## config.mk

```make
export PLATFORM = sky130hd
export DESIGN_NAME = ldst_response_unit
export DESIGN_NICKNAME = d
export VERILOG_FILES = /design/src/rtl/ldst_response_unit.sv
export SDC_FILE = /design/constraint.sdc
export NUM_CORES = 1
export LEC_CHECK = 0
export ABC_AREA = 1
export BUFFER_PORTS_ARGS = -buffer_cell sky130_fd_sc_hd__buf_2
export CAP_MARGIN = 20
export CELL_PAD_IN_SITES_DETAIL_PLACEMENT = 1
export CELL_PAD_IN_SITES_GLOBAL_PLACEMENT = 1
export CORE_UTILIZATION = 33
export DETAILED_ROUTE_END_ITERATION = 8
export PLACE_DENSITY = 0.82
export SLEW_MARGIN = 25
export SYNTH_ARGS = -nofsm -noshare
export SYNTH_HDL_FRONTEND = slang
export SYNTH_SLANG_ARGS = --single-unit
```

## constraint.sdc

```tcl
create_clock -name iCLOCK -period 3.65 [get_ports iCLOCK]
set_input_delay 0.365 -clock iCLOCK [delete_from_list [all_inputs] [get_ports iCLOCK]]
set_output_delay 0.365 -clock iCLOCK [all_outputs]
set_load 0.01 [all_outputs]
```

## src/rtl/ldst_response_unit.sv

```systemverilog
// ---------------------------------------------------------------------------
// ldst_response_unit
//
// Bridges single load/store requests from the execute stage onto the data
// bus and returns one completion pulse per accepted request. Requests that
// violate natural alignment can be faulted locally without touching the bus.
// Pipeline flushes abandon the request; a flush that lands while a bus access
// is outstanding parks the unit in DRAIN until the bus completes, so a stale
// completion can never be mistaken for a later request.
//
// Ports
//   iCLOCK, inRESET             clock, synchronous active-low reset
//   iRESET_SYNC, iEVENT_HOLD,
//   iEVENT_END                  flush controls (any one flushes)
//   iLDST_*                     request from execute (strobe + fields)
//   oLDST_BUSY                  unit cannot accept a request
//   oLDST_VALID/DATA/FAULT      completion pulse, load data, alignment fault
//   oDATA_REQ, iDATA_BUSY       bus request handshake
//   oDATA_*                     request fields held for the bus
//   iDATA_VALID, iDATA_DATA     bus completion and read data
// ---------------------------------------------------------------------------
module ldst_response_unit #(
    parameter int P_MISALIGN_CHECK = 1
) (
    input  logic        iCLOCK,
    input  logic        inRESET,
    // flush controls
    input  logic        iRESET_SYNC,
    input  logic        iEVENT_HOLD,
    input  logic        iEVENT_END,
    // execute-stage request
    input  logic        iLDST_REQ,
    output logic        oLDST_BUSY,
    input  logic        iLDST_RW,
    input  logic [31:0] iLDST_PDT,
    input  logic [31:0] iLDST_ADDR,
    input  logic [31:0] iLDST_DATA,
    input  logic [1:0]  iLDST_ORDER,
    input  logic [3:0]  iLDST_MASK,
    input  logic [13:0] iLDST_ASID,
    input  logic [1:0]  iLDST_MMUMOD,
    input  logic [2:0]  iLDST_MMUPS,
    // completion to execute stage
    output logic        oLDST_VALID,
    output logic [31:0] oLDST_DATA,
    output logic        oLDST_FAULT,
    // data bus request
    output logic        oDATA_REQ,
    input  logic        iDATA_BUSY,
    output logic        oDATA_RW,
    output logic [31:0] oDATA_PDT,
    output logic [31:0] oDATA_ADDR,
    output logic [31:0] oDATA_DATA,
    output logic [3:0]  oDATA_MASK,
    output logic [13:0] oDATA_ASID,
    output logic [1:0]  oDATA_MMUMOD,
    output logic [2:0]  oDATA_MMUPS,
    // data bus completion
    input  logic        iDATA_VALID,
    input  logic [31:0] iDATA_DATA
);

    localparam logic [2:0] ST_IDLE  = 3'd0;
    localparam logic [2:0] ST_REQ   = 3'd1;
    localparam logic [2:0] ST_WAIT  = 3'd2;
    localparam logic [2:0] ST_RESP  = 3'd3;
    localparam logic [2:0] ST_DRAIN = 3'd4;

    // Natural alignment: halves need an even address, words (order 2 and 3)
    // need a multiple of four. Bytes are always aligned.
    function automatic logic is_misaligned(input logic [1:0] order,
                                           input logic [1:0] addr_lo);
        case (order)
            2'd0:    is_misaligned = 1'b0;
            2'd1:    is_misaligned = addr_lo[0];
            default: is_misaligned = (addr_lo != 2'b00);
        endcase
    endfunction

    logic [2:0]  state_q,      state_d;
    logic        ldst_valid_q, ldst_valid_d;
    logic [31:0] ldst_data_q,  ldst_data_d;
    logic        ldst_fault_q, ldst_fault_d;

    logic        rw_q,     rw_d;
    logic [31:0] pdt_q,    pdt_d;
    logic [31:0] addr_q,   addr_d;
    logic [31:0] wdata_q,  wdata_d;
    logic [3:0]  mask_q,   mask_d;
    logic [13:0] asid_q,   asid_d;
    logic [1:0]  mmumod_q, mmumod_d;
    logic [2:0]  mmups_q,  mmups_d;

    logic flush;
    logic accept;
    logic local_fault;

    assign flush  = iRESET_SYNC | iEVENT_HOLD | iEVENT_END;
    assign accept = (state_q == ST_IDLE) && iLDST_REQ && !flush;

    // Only meaningful together with accept; the parameter removes the check.
    assign local_fault = (P_MISALIGN_CHECK != 0) &&
                         is_misaligned(iLDST_ORDER, iLDST_ADDR[1:0]);

    always_comb begin
        state_d      = state_q;
        ldst_data_d  = ldst_data_q;
        ldst_fault_d = ldst_fault_q;

        rw_d         = rw_q;
        pdt_d        = pdt_q;
        addr_d       = addr_q;
        wdata_d      = wdata_q;
        mask_d       = mask_q;
        asid_d       = asid_q;
        mmumod_d     = mmumod_q;
        mmups_d      = mmups_q;

        case (state_q)
            ST_IDLE: begin
                if (accept) begin
                    rw_d     = iLDST_RW;
                    pdt_d    = iLDST_PDT;
                    addr_d   = iLDST_ADDR;
                    wdata_d  = iLDST_DATA;
                    mask_d   = iLDST_MASK;
                    asid_d   = iLDST_ASID;
                    mmumod_d = iLDST_MMUMOD;
                    mmups_d  = iLDST_MMUPS;
                    if (local_fault) begin
                        // Fault is answered directly; the bus never sees it.
                        state_d      = ST_RESP;
                        ldst_data_d  = 32'h0;
                        ldst_fault_d = 1'b1;
                    end else begin
                        state_d = ST_REQ;
                    end
                end
            end

            ST_REQ: begin
                if (flush) begin
                    state_d = ST_IDLE;
                end else if (!iDATA_BUSY) begin
                    state_d = ST_WAIT;
                end
            end

            ST_WAIT: begin
                if (iDATA_VALID) begin
                    if (flush) begin
                        // Bus finished in the same cycle: nothing left to drain.
                        state_d = ST_IDLE;
                    end else begin
                        state_d      = ST_RESP;
                        ldst_data_d  = rw_q ? 32'h0 : iDATA_DATA;
                        ldst_fault_d = 1'b0;
                    end
                end else if (flush) begin
                    state_d = ST_DRAIN;
                end
            end

            ST_RESP: begin
                state_d = ST_IDLE;
            end

            ST_DRAIN: begin
                // Further flushes are irrelevant here; only the bus matters.
                if (iDATA_VALID) begin
                    state_d = ST_IDLE;
                end
            end

            default: begin
                state_d = ST_IDLE;
            end
        endcase

        // Registered so that the pulse coincides exactly with RESP.
        ldst_valid_d = (state_d == ST_RESP);
    end

    always_ff @(posedge iCLOCK) begin
        if (!inRESET) begin
            state_q      <= ST_IDLE;
            ldst_valid_q <= 1'b0;
            ldst_data_q  <= 32'h0;
            ldst_fault_q <= 1'b0;
            rw_q         <= 1'b0;
            pdt_q        <= 32'h0;
            addr_q       <= 32'h0;
            wdata_q      <= 32'h0;
            mask_q       <= 4'h0;
            asid_q       <= 14'h0;
            mmumod_q     <= 2'h0;
            mmups_q      <= 3'h0;
        end else begin
            state_q      <= state_d;
            ldst_valid_q <= ldst_valid_d;
            ldst_data_q  <= ldst_data_d;
            ldst_fault_q <= ldst_fault_d;
            rw_q         <= rw_d;
            pdt_q        <= pdt_d;
            addr_q       <= addr_d;
            wdata_q      <= wdata_d;
            mask_q       <= mask_d;
            asid_q       <= asid_d;
            mmumod_q     <= mmumod_d;
            mmups_q      <= mmups_d;
        end
    end

    assign oLDST_BUSY   = (state_q != ST_IDLE);
    assign oLDST_VALID  = ldst_valid_q;
    assign oLDST_DATA   = ldst_data_q;
    assign oLDST_FAULT  = ldst_fault_q;

    // A flush must suppress the bus request in the very cycle it arrives.
    assign oDATA_REQ    = (state_q == ST_REQ) && !iDATA_BUSY && !flush;

    assign oDATA_RW     = rw_q;
    assign oDATA_PDT    = pdt_q;
    assign oDATA_ADDR   = addr_q;
    assign oDATA_DATA   = wdata_q;
    assign oDATA_MASK   = mask_q;
    assign oDATA_ASID   = asid_q;
    assign oDATA_MMUMOD = mmumod_q;
    assign oDATA_MMUPS  = mmups_q;

endmodule
```

==> out/results.tsv <==
metric	value	unit
Hold Crit Class	input pin to flop	
layout cells sized above 1	31.7	%
count of instances resized after the clock tree is built	0	
average cell area after synthesis	7.19	µm²
pwr/cell area	478	nW/µm²
leading cell type in the layout, fill and taps excluded	sky130_fd_sc_hd__buf_2	
post-layout net count	1285	
Placement Cell Area	7710	µm²
number of synthesized register bits	157	
clock tree root buffer cell	sky130_fd_sc_hd__clkbuf_16	
vias per std cell	4.70	
GRT overflow	0	
final HPWL from detailed placement	14300	µm
via total after detailed routing	6443	
average wire length per cell after detail routing	15.2	µm
Arr. time, crit path	2490	ps
IO Count	318	
global placer's final weighted congestion	0.821	
commonest cells after routing, fill and taps aside	sky130_fd_sc_hd__buf_2, sky130_fd_sc_hd__nor2_1, sky130_fd_sc_hd__dfxtp_1	
IR drop worst, VDD	0.000314	V
clock buffers created by TritonCTS	17	
sequential-to-total area share from yosys stat	51.8	%
CTS tree	yes	
Initial Util	33.7	%
number of cells produced by synthesis	844	
netlist area before placement	6070	µm²
number of placed instances, taps included	1333	
Max Fclk	459	MHz
cell with the most instances on the worst path	sky130_fd_sc_hd__nand3_2	
Max Transition Viols Final	0	
buffer count from post-CTS setup fixing	0	
PortBufs	317	
total number of H-tree levels	4	
number of detailed-routing iterations run before antenna repair	4	
Skew-Pair Late Insertion Delay	420	ps
crit path time final	2180	ps
worst endpoint required time	3960	ps
list of cells traversed by the critical path	inv_1 > nand3_2 > inv_2 > nand3_2 > buf_4 > nand3_1 > nand2_1 > nor2_1	
CP max-delay cell	sky130_fd_sc_hd__nand3_2	
Post-CTS Hold Fix Bufs	0	
type of origin of the critical path	flop	
Synth Net Count	1006	
number of remaining DRC errors	0	
number of global-route vias before repair	6398	
Post-Route Skew	13.5	ps
final standard cell area without fillers	8340	µm²
Antenna Violating Nets Remaining	0	
number of antenna violations at the first check in global routing	4	
Slew headroom	38.4	%
Least-Margin Pin Slew	918	ps
Starting DRT DRC Count	280	
clock sink count	157	
final worst path period share	59.6	%
Syn. warnings	0	
kind of cell adding the most delay to the critical path	simple AND/OR/NAND/NOR gates	
post-CTS clock slew at the launch and capture registers of the worst setup and hold paths	70	ps
final setup violating endpoints	0	
Layout Utilization	46.3	%
wire length reported by the detailed router	20800	µm
reported max-cap violation count	0	
accumulated negative setup slack	0	ps
biggest fanout along the worst timing path	66	
die footprint	18900	µm²
post-synthesis cell type count	21	
Critical Path End Type	flop	
Core Rows	49	
wire length of the first global-routing pass	32400	µm
final-report hold violation count	0	
unrepaired setup endpoints after global routing	false	
static power due to leakage	4.66	nW
standard cell core area	18000	µm²
global router's overall resource usage	22.1	%
width of the die	138	µm
CP bufs+invs	3	
Slowest Stage Delay on Critical Path	530	ps
Layout Cells excl Fill	1370	
run status	finished clean	
growth of design area from synthesis to finish	37.4	%
Die Y-Extent	138	µm
Setup CP Type	flop to flop	
largest net degree at the start of global routing	74	
maximum root-to-sink buffer count	2	
==> where the power goes <==
part / internal [mW] / leakage (nW) / switching [mW]
Clock: 1.12 / 0.297 / 0.743
Sequential: 1.77 / 1.27 / 0.0260
Combinational: 0.144 / 3.09 / 0.189
==> routing by layer <==
| layer | wire (µm) | part of all wire, % | track usage, % |
|---|---|---|---|
| met5 | 0 | 0 | 0 |
| met4 | 452 | 2.2 | 8.18 |
| met3 | 1740 | 8.4 | 9.16 |
| met2 | 9960 | 48 | 36.4 |
| met1 | 8630 | 42 | 25.6 |
==> through the flow <==
stage	power [mW]	worst slack, ps	hold WS [ps]
floorplan	1.99	2240	443
global placement	2.16	1460	487
detailed placement	2.17	1480	484
CTS	4.04	1440	147
global route	4.16	1250	150
finish	3.99	1470	162
==> state kept, by name, indices dropped and copies added, names as in the netlist <==
name          count
oDATA_MMUPS       3
oLDST_DATA       32
state_q           3
oLDST_VALID       1
oDATA_DATA       32
oDATA_ASID       14
oDATA_ADDR       32
oDATA_RW          1
oDATA_PDT        32
oDATA_MASK        4
oDATA_MMUMOD      2
oLDST_FAULT       1
==> final cells by class <==
class,count,area [µm²]
Tap cell,229,287
Inverter,43,164
Timing Repair Buffer,323,1660
Clock inverter,12,159
Sequential cell,157,3140
Multi-Input combinational cell,581,2460
Antenna cell,5,12.5
Fill cell,2387,9680
Clock buffer,20,457
==> synthesized netlist by cell type, drive strengths merged <==
cell type	instances	area (µm²)
nor2	309	1170
dfxtp	157	3140
o21ai	122	611
nand2	75	284
inv	43	161
buf	36	209
nand3	36	190
a21oi	34	170
clkbuf	27	101
a211oi	1	7.51
a31oi	1	6.26
nand3b	1	7.51
nand4	1	6.26
nor3	1	5.00
==> cell families after synthesis <==
logic type,after synthesis,synth area share (%)
AO/OA/AOI/OAI,158,13.1
AND/OR/NAND/NOR,423,27.4
flip-flops,157,51.8
buffers and inverters,106,7.77
==> worst reg2reg max path, stage by stage (launching register included) <==
cell and delay (ps):
sky130_fd_sc_hd__dfxtp_1 380, sky130_fd_sc_hd__inv_1 80, sky130_fd_sc_hd__nand3_2 530, sky130_fd_sc_hd__inv_2 110, sky130_fd_sc_hd__nand3_2 100, sky130_fd_sc_hd__buf_4 530, sky130_fd_sc_hd__nand3_1 190, sky130_fd_sc_hd__nand2_1 110
sky130_fd_sc_hd__nor2_1 40
==> path summary, 6_finish.rpt <==
path                               from  depth (start not counted)                     endpoint  slack (ps)
setup / recovery  state_q[0]$_SDFF_PN0_                          8  oLDST_DATA[25]$_SDFFE_PN0P_        1470
hold / removal            iLDST_PDT[13]                          3   oDATA_PDT[13]$_SDFFE_PN0P_         160
setup reg to reg  state_q[0]$_SDFF_PN0_                          8  oLDST_DATA[25]$_SDFFE_PN0P_        1470
hold reg to reg   state_q[2]$_SDFF_PN0_                          2        state_q[2]$_SDFF_PN0_         490
Note: power is estimated with default switching activity, not from simulation.
